## src/rtl/player_move_ctrl.sv

```systemverilog
// Movement sequencer for the player object: debounced buttons, game tick, boundary and
// collision checks, and a one-hot direction enable followed by a single-cycle step strobe.
module player_move_ctrl #(
  parameter int unsigned TICK_DIV       = 1000000,
  parameter int unsigned DEBOUNCE_TICKS = 3,
  parameter int unsigned REPEAT_TICKS   = 8,
  parameter int unsigned STEP           = 12,
  parameter int unsigned OBJ_SIZE       = 12,
  parameter int unsigned H_MAX          = 640,
  parameter int unsigned V_MAX          = 480
) (
  input  logic        clk,
  input  logic        rst,
  input  logic [3:0]  btns,
  input  logic [11:0] hPos,
  input  logic [11:0] vPos,
  input  logic [3:0]  blocked,
  output logic        upEnable,
  output logic        downEnable,
  output logic        leftEnable,
  output logic        rightEnable,
  output logic        stepPulse,
  output logic        moving,
  output logic [1:0]  status
);

  localparam int unsigned TickW = (TICK_DIV > 1) ? $clog2(TICK_DIV) : 1;
  localparam int unsigned DbW   = $clog2(DEBOUNCE_TICKS + 1);
  localparam int unsigned RepW  = (REPEAT_TICKS > 1) ? $clog2(REPEAT_TICKS) : 1;

  typedef enum logic [2:0] {StIdle, StCheck, StStep, StHold, StBlocked} state_e;

  state_e            stateQ, stateD;
  logic [TickW-1:0]  tickCntQ;
  logic              tick;
  logic [3:0]        syncQ1, syncQ2;
  logic [DbW-1:0]    dbCntQ [4];
  logic [3:0]        pressed;
  logic              anyPressed;
  logic [1:0]        dirSel, dirQ, dirD;
  logic [RepW-1:0]   repCntQ, repCntD;
  logic [12:0]       h13, v13;
  logic [3:0]        allowed;
  logic              permitted;
  logic [3:0]        enableQ, enableD;
  logic              stepPulseQ, stepPulseD;

  // Game tick
  assign tick = (tickCntQ == TickW'(TICK_DIV - 1));

  always_ff @(posedge clk or negedge rst) begin
    if (!rst) begin
      tickCntQ <= '0;
    end else begin
      tickCntQ <= tick ? '0 : tickCntQ + TickW'(1);
    end
  end

  // Button synchronizer and per-bit saturating debounce
  always_ff @(posedge clk or negedge rst) begin
    if (!rst) begin
      syncQ1 <= '0;
      syncQ2 <= '0;
    end else begin
      syncQ1 <= btns;
      syncQ2 <= syncQ1;
    end
  end

  always_ff @(posedge clk or negedge rst) begin
    if (!rst) begin
      for (int i = 0; i < 4; i++) dbCntQ[i] <= '0;
    end else if (tick) begin
      for (int i = 0; i < 4; i++) begin
        if (!syncQ2[i]) begin
          dbCntQ[i] <= '0;
        end else if (dbCntQ[i] != DbW'(DEBOUNCE_TICKS)) begin
          dbCntQ[i] <= dbCntQ[i] + DbW'(1);
        end
      end
    end
  end

  always_comb begin
    for (int i = 0; i < 4; i++) pressed[i] = (dbCntQ[i] == DbW'(DEBOUNCE_TICKS));
    anyPressed = |pressed;
    if (pressed[0])      dirSel = 2'd0;
    else if (pressed[1]) dirSel = 2'd1;
    else if (pressed[2]) dirSel = 2'd2;
    else                 dirSel = 2'd3;
  end

  // Boundary check in 13 bits so hPos/vPos near 4095 cannot wrap into range
  always_comb begin
    h13        = {1'b0, hPos};
    v13        = {1'b0, vPos};
    allowed[0] = v13 >= 13'(STEP);
    allowed[1] = (v13 + 13'(OBJ_SIZE + STEP)) <= 13'(V_MAX);
    allowed[2] = h13 >= 13'(STEP);
    allowed[3] = (h13 + 13'(OBJ_SIZE + STEP)) <= 13'(H_MAX);
    permitted  = allowed[dirSel] & ~blocked[dirSel];
  end

  always_comb begin
    stateD  = stateQ;
    dirD    = dirQ;
    repCntD = repCntQ;
    case (stateQ)
      StIdle: begin
        if (tick && anyPressed) stateD = StCheck;
      end
      StCheck: begin
        // A release landing on the tick that entered CHECK leaves nothing to act on
        if (!anyPressed) begin
          stateD = StIdle;
        end else begin
          dirD   = dirSel;
          stateD = permitted ? StStep : StBlocked;
        end
      end
      StStep: begin
        stateD = StHold;
      end
      StHold: begin
        if (tick) begin
          if (!pressed[dirQ]) begin
            stateD = StIdle;
          end else if (repCntQ == RepW'(REPEAT_TICKS - 1)) begin
            stateD = StCheck;
          end else begin
            repCntD = repCntQ + RepW'(1);
          end
        end
      end
      StBlocked: begin
        if (tick && !pressed[dirQ]) stateD = StIdle;
      end
      default: stateD = StIdle;
    endcase
    if (stateD != StHold) repCntD = '0;

    enableD    = (stateD == StStep || stateD == StHold) ? (4'b0001 << dirD) : 4'b0000;
    stepPulseD = (stateQ == StStep);
  end

  always_ff @(posedge clk or negedge rst) begin
    if (!rst) begin
      stateQ     <= StIdle;
      dirQ       <= 2'd0;
      repCntQ    <= '0;
      enableQ    <= 4'b0000;
      stepPulseQ <= 1'b0;
    end else begin
      stateQ     <= stateD;
      dirQ       <= dirD;
      repCntQ    <= repCntD;
      enableQ    <= enableD;
      stepPulseQ <= stepPulseD;
    end
  end

  always_comb begin
    upEnable    = enableQ[0];
    downEnable  = enableQ[1];
    leftEnable  = enableQ[2];
    rightEnable = enableQ[3];
    stepPulse   = stepPulseQ;
    moving      = (stateQ == StStep) || (stateQ == StHold);
    if (stateQ == StBlocked) status = 2'b10;
    else if (moving)         status = 2'b01;
    else                     status = 2'b00;
  end

endmodule
```

## config.mk

```make
export PLATFORM = sky130hd
export DESIGN_NAME = player_move_ctrl
export DESIGN_NICKNAME = d
export VERILOG_FILES = /design/src/rtl/player_move_ctrl.sv
export SDC_FILE = /design/constraint.sdc
export NUM_CORES = 1
export LEC_CHECK = 0
export CELL_PAD_IN_SITES_DETAIL_PLACEMENT = 1
export CELL_PAD_IN_SITES_GLOBAL_PLACEMENT = 1
export CORE_MARGIN = 3
export CORE_UTILIZATION = 41
export DETAILED_ROUTE_END_ITERATION = 8
export GPL_TIMING_DRIVEN = 1
export PLACE_DENSITY_LB_ADDON = 0.1
export SYNTH_ARGS = -nofsm -noshare
export SYNTH_HDL_FRONTEND = slang
export SYNTH_SLANG_ARGS = --single-unit
```

## constraint.sdc

```tcl
create_clock -name clk -period 2.9 [get_ports clk]
set_input_delay 0.725 -clock clk [delete_from_list [all_inputs] [get_ports clk]]
set_output_delay 0.725 -clock clk [all_outputs]
set_load 0.005 [all_outputs]
```

### Word level (Yosys, flattened, before mapping)

Cells that the tools add are included.
Widths: inputs -> output; s select.

* $add $sub $neg: 8
* order comparisons: 6
* equality and inequality tests: 22
* shift operators: 1
* mux-type cells: 36
* bitwise operators: 2
* reduce and logical (&&, ||, !) cells: 15

Operator list (count)
* $mux 3: 12
* $add 12x5->13 const B: 2
* $mux 2: 13
* $ge 12x4->1 const B: 2
* $add 20x1->20 const B: 1
* $eq 20x20->1 const B: 1
* $mux 20: 1
* $pmux 3 s5: 1
* $le 13x10->1 const B: 1
* $le 13x9->1 const B: 1
* $eq 3x2->1 const B: 4
* $ne 2x1->1 const B: 5
* $add 2x1->2 const B: 4
* $eq 2x2->1 const B: 4
* $ne 2x2->1 const B: 4
* $reduce_and 2->1: 4
* $bmux 1 s2: 3
* $eq 3x3->1 const B: 2
* $lt 2x3->1 const B: 2
* $reduce_bool 2->1: 3
* $mux 1: 5
* $mux 4: 1
* $reduce_and 4->1: 1
* $reduce_or 4->1: 1
* other kinds (10): 12

* bits in registers: 49
* input port bits: 34
* output and inout bits: 8

### Depth between registers and ports, before layout

* word-level depth: 14
* gate-level depth with buffers: 9
* gate-level depth less buffers: 8

### Least setup slack after synthesis

Ideal clock, no wire load.

* path kind: input -> register
* start: in hPos[3]
* end: reg stateQ[2]
* library setup time: 0.123 ns
* arrival: 2.325 ns
* data required time: 2.777 ns
* setup slack: 0.452 ns
* stages on the path: 8
* buffers on the path: 0
* cell sequence: inv_1 > ha_1 > or4b_2 > a31oi_1 > a21oi_1 > a211oi_1 > o21ba_2 > o21ai_1

* word-level cells in the longest chain between the ends: 8
* elaborated cells on any way between the ends: 9
* classes of those cells: add/sub: 1; order compare: 2; mux: 5; bitwise: 1

RTL lines
* start, declared: line 15 `input logic [11:0] hPos,`
* $add 12x5->13: line 100 `allowed[3] = (h13 + 13'(OBJ_SIZE + STEP)) <= 13'(H_MAX);`
* $le 13x10->1: line 100
* $bmux 1 s2 (*): line 101 `permitted = allowed[dirSel] & ~blocked[dirSel];`
* $mux 1 (implied by the code) (*): line 101
* $and 1x1->1 (*): line 101
* $mux 3 (*): line 118 `stateD = permitted ? StStep : StBlocked;`
* $mux 3 (*): line 114 `if (!anyPressed) begin`
* $pmux 3 s5 (*): line 108 `case (stateQ)`
* named net stateD[2]: line 33 `state_e stateQ, stateD;`
* end signal, assigned: line 148 `stateQ <= StIdle;`
* end signal, assigned: line 154 `stateQ <= stateD;`
* end, declared: line 33

The timed path passes the listed nets; every way through them passes the cells marked *. The select of a mux whose other input is x is not followed.
A chain may end at the register's enable or synchronous reset.

### Worst setup path after layout

Same ends and word-level chain as after synthesis.

==> qor.yml <==
timing:
  setup_viol_count_final: 0
  rsz0062_at_grt: "false"
  worst_tran_pin_value_ps: 458
  final_hold_viol_count: 0
  post-route-period-util_pct: 93.5
  skew_ps: 4.28
  clock.fmax_mhz: 369
  post-route-min-period_ps: 2710
  report.final.slew_viol_count: 0
  tns_ps: 0
  hold-worst-slack_ps: 353
  max-slew-margin-rel_pct: 69.3
critical_path:
  cp_cell_sequence: "clkdlybuf4s50_1, inv_1, ha_1, or4b_2, a31oi_1, a21oi_1, a211oi_1, o21ba_2, o21ai_1"
  type_of_element_launching_the_critical_path: "primary input"
  crit_fanout: 2
  cp.arrival_ps: 2900
  crit_cells: 9
  critical_path.reg2reg.startpoint: "tickCntQ[8]$_DFF_PN0_"
  category_of_cells_accounting_for_the_largest_share_of_critical_path_delay: "compound AO/OA/AOI/OAI gates"
  reg2reg_path_depth: 7
  regToRegSetupSlack_ps: 250
  reg2reg_to: "dbCntQ[7]$_DFFE_PN0P_"
  crit_type: "primary input to flop"
  slowest_stage: "sky130_fd_sc_hd__or4b_2"
  timing.critical_path.required_ps: 3090
  worstPathBufferInverterCount: 2
  timing.critical_path.to_type: "flop"
  endpoint: "stateQ[2]$_DFF_PN0_"
  worst_setup_path_startpoint: "hPos[3]"
  crit_path_max_incr_delay_ps: 600
yosys:
  ys_seq_area_share_pct: 47.3
  synthesis.area_um2: 2590
  synthTopCellsByCount: "sky130_fd_sc_hd__dfrtp_1, sky130_fd_sc_hd__nand2_1, sky130_fd_sc_hd__nor2_1"
  synthFlopType: "sky130_fd_sc_hd__dfrtp_1"
  net_count_after_synthesis: 303
  syn-instance-count: 260
  synth.most_common_cell: "sky130_fd_sc_hd__dfrtp_1"
  synthDominantAreaCellType: "sky130_fd_sc_hd__dfrtp_1"
  ys_types: 47
  yosysWarnings: 0
  yosysTopAreaCellShare_pct: 47.3
  number_of_synthesized_flops_with_an_enable_pin: 0
  ys_ff_latch: 49
  avg_synthesized_cell_area_um2: 9.97
  async_flop_share_pct: 100
  synthTopCellsByArea: "sky130_fd_sc_hd__dfrtp_1, sky130_fd_sc_hd__ha_1, sky130_fd_sc_hd__nand2_1"
floorplan:
  pin_count: 42
  fp.dieW_um: 85.5
  core_region_area_um2: 6030
  die-height_um: 85.5
  design.die.area_um2: 7310
  placementRows: 28
  floorplan.initialDensity_pct: 43.0
finish:
  final_cell_area_um2: 3230
  antenna_diode_count: 0
  layout.cells.non_filler: 391
  area_delta_synth_final_pct: 24.8
  final_net_count: 358
  final_layout_size_suffix_gt1_share_pct: 11.1
power:
  total_leakage_power_nw: 1.49
  vdd_ir_drop_max_mv: 0.226
  p_per_area_nw_per_um2: 370
  power.total_mw: 1.20
clocking:
  cts_root_buf: "sky130_fd_sc_hd__clkbuf_8"
  postCtsSetupRepairBufs: 0
  cts_repair_resize_count: 0
  worst_setup_hold_path_clk_slew_ps: 90
  tritoncts: "built"
  numCtsBuffers: 5
  cts_max_path_buffers: 2
  cts_hold_repair.buffers: 0
  tritoncts_num_sinks: 49
  worst_skew_pair.late_latency_ps: 300
  htree_num_levels: 2
worst_hold_path:
  timing.hold.worst.class: "primary input to asynchronous set/reset pin"
placement:
  post_dp_cell_area_um2: 3140
  gp_routability_congestion: 0.826
  place.detailed.hpwl_um: 4780
  dpl.cell_count: 383
  count_of_input_and_output_buffers: 41
global_route:
  grt_overflow: 0
  grt_usage_pct: 17.9
  number_of_global_route_vias_before_repair: 2328
  grt_max_degree: 19
  antenna_violations_before_repair: 0
  grt_pass1_wl_um: 10600
detailed_routing:
  postRouteAntennaNets: 0
  wirelength_um: 6070
  drcViolationCount: 0
  wl_per_cell_um: 15.5
  firstDrtPassIters: 4
  viasPerCell: 5.45
  detail_route.iter0.violations: 43
  vias: 2131
run:
  cap_violations: 0
status:
  status: "finished clean"
## placed cells by master, fill, tap and decap left out, types with 3 or more instances in the layout
cell type / count
sky130_fd_sc_hd__a22o_1: 8
sky130_fd_sc_hd__nor2_1: 21
sky130_fd_sc_hd__a21oi_1: 6
sky130_fd_sc_hd__ha_1: 9
sky130_fd_sc_hd__nand2_1: 28
sky130_fd_sc_hd__a211oi_1: 3
sky130_fd_sc_hd__clkbuf_8: 5
sky130_fd_sc_hd__buf_4: 13
sky130_fd_sc_hd__nand3_1: 13
sky130_fd_sc_hd__nor3_2: 5
sky130_fd_sc_hd__and3_1: 6
sky130_fd_sc_hd__dfrtp_1: 49
sky130_fd_sc_hd__xnor2_1: 8
sky130_fd_sc_hd__xor2_1: 7
sky130_fd_sc_hd__inv_1: 10
sky130_fd_sc_hd__or3_1: 3
sky130_fd_sc_hd__nand4_1: 8
sky130_fd_sc_hd__a31oi_1: 3
sky130_fd_sc_hd__o211ai_1: 3
sky130_fd_sc_hd__nor4_1: 3
sky130_fd_sc_hd__o21ai_0: 7
sky130_fd_sc_hd__nand2b_1: 5
sky130_fd_sc_hd__clkdlybuf4s50_1: 40
sky130_fd_sc_hd__o21ai_1: 8
sky130_fd_sc_hd__mux2i_1: 4
sky130_fd_sc_hd__a21o_1: 5
sky130_fd_sc_hd__nor2b_1: 3
## worst register-to-register path: cells and delay by family (launching register included)
family | cells | cell delay (ps)
flip-flops | 1 | 430
AO/OA/AOI/OAI | 2 | 320
buffers and inverters | 1 | 290
AND/OR/NAND/NOR | 4 | 1550
## per-layer routing
metal,part of all wire [%],vias up,global-route usage (%)
met5,0,-,0
met4,0.66,0,4.17
met3,2.6,4,3.36
met2,48,22,29.9
met1,49,1050,24.2
li1,-,1055,-
## layout make-up
cell class              count  area, µm²
fillers                   693       2790
multi-input cells         194       1280
flip-flops and latches     49       1230
repair buffers             54        503
well taps                  75       93.8
clock buffers               5       68.8
inverters                  11       41.3
clock inverters             3       21.3
## sequential cells by signal, summed over array words and instances (netlist names)
signal,flops
dirQ,2
syncQ2,4
tickCntQ,20
stepPulse,1
dbCntQ,8
stateQ,3
repCntQ,3
syncQ1,4
enableQ,4
## cells by family (layout without fill, tap and decap cells)
kind of cell	Yosys count	in the layout	synth area share [%]
AOI/OAI and AO/OA	53	53	14.0
xor gates and xnor gates	15	15	5.07
adders and majority gates	9	9	4.34
buffers and inverters	17	73	3.33
DFF	49	49	47.3
muxes	5	5	2.41
and+or+nand+nor	112	112	23.6
## report_power, final
group | switching (mW) | leakage, nW | internal [mW]
combinational | 0.0446 | 0.802 | 0.0597
sequential | 0.00291 | 0.647 | 0.688
clock | 0.231 | 0.0445 | 0.171
total | 0.278 | 1.49 | 0.919
## per-stage QoR
step	utilization [%]	setup slack [ps]
2_1_floorplan	-	452
3_3_place_gp	52.2	-93.2
3_5_place_dp	52.2	-127
4_1_cts	53.7	192
5_1_grt	53.7	39.4
6_report	53.7	188
## how the worst min path moves through the flow
stage                                   start                    end  slack [ps]  cells after the start
after floorplan           syncQ1[0]$_DFF_PN0_    syncQ2[0]$_DFF_PN0_         330                      0
final                                     rst  dbCntQ[2]$_DFFE_PN0P_         350                      1
after detailed placement  syncQ1[1]$_DFF_PN0_    syncQ2[1]$_DFF_PN0_         340                      0
after global routing                      rst  tickCntQ[6]$_DFF_PN0_         360                      1
after CTS                                 rst  tickCntQ[6]$_DFF_PN0_         360                      1
after global placement    syncQ1[1]$_DFF_PN0_    syncQ2[1]$_DFF_PN0_         340                      0
Power figures use the tool's default switching activity.
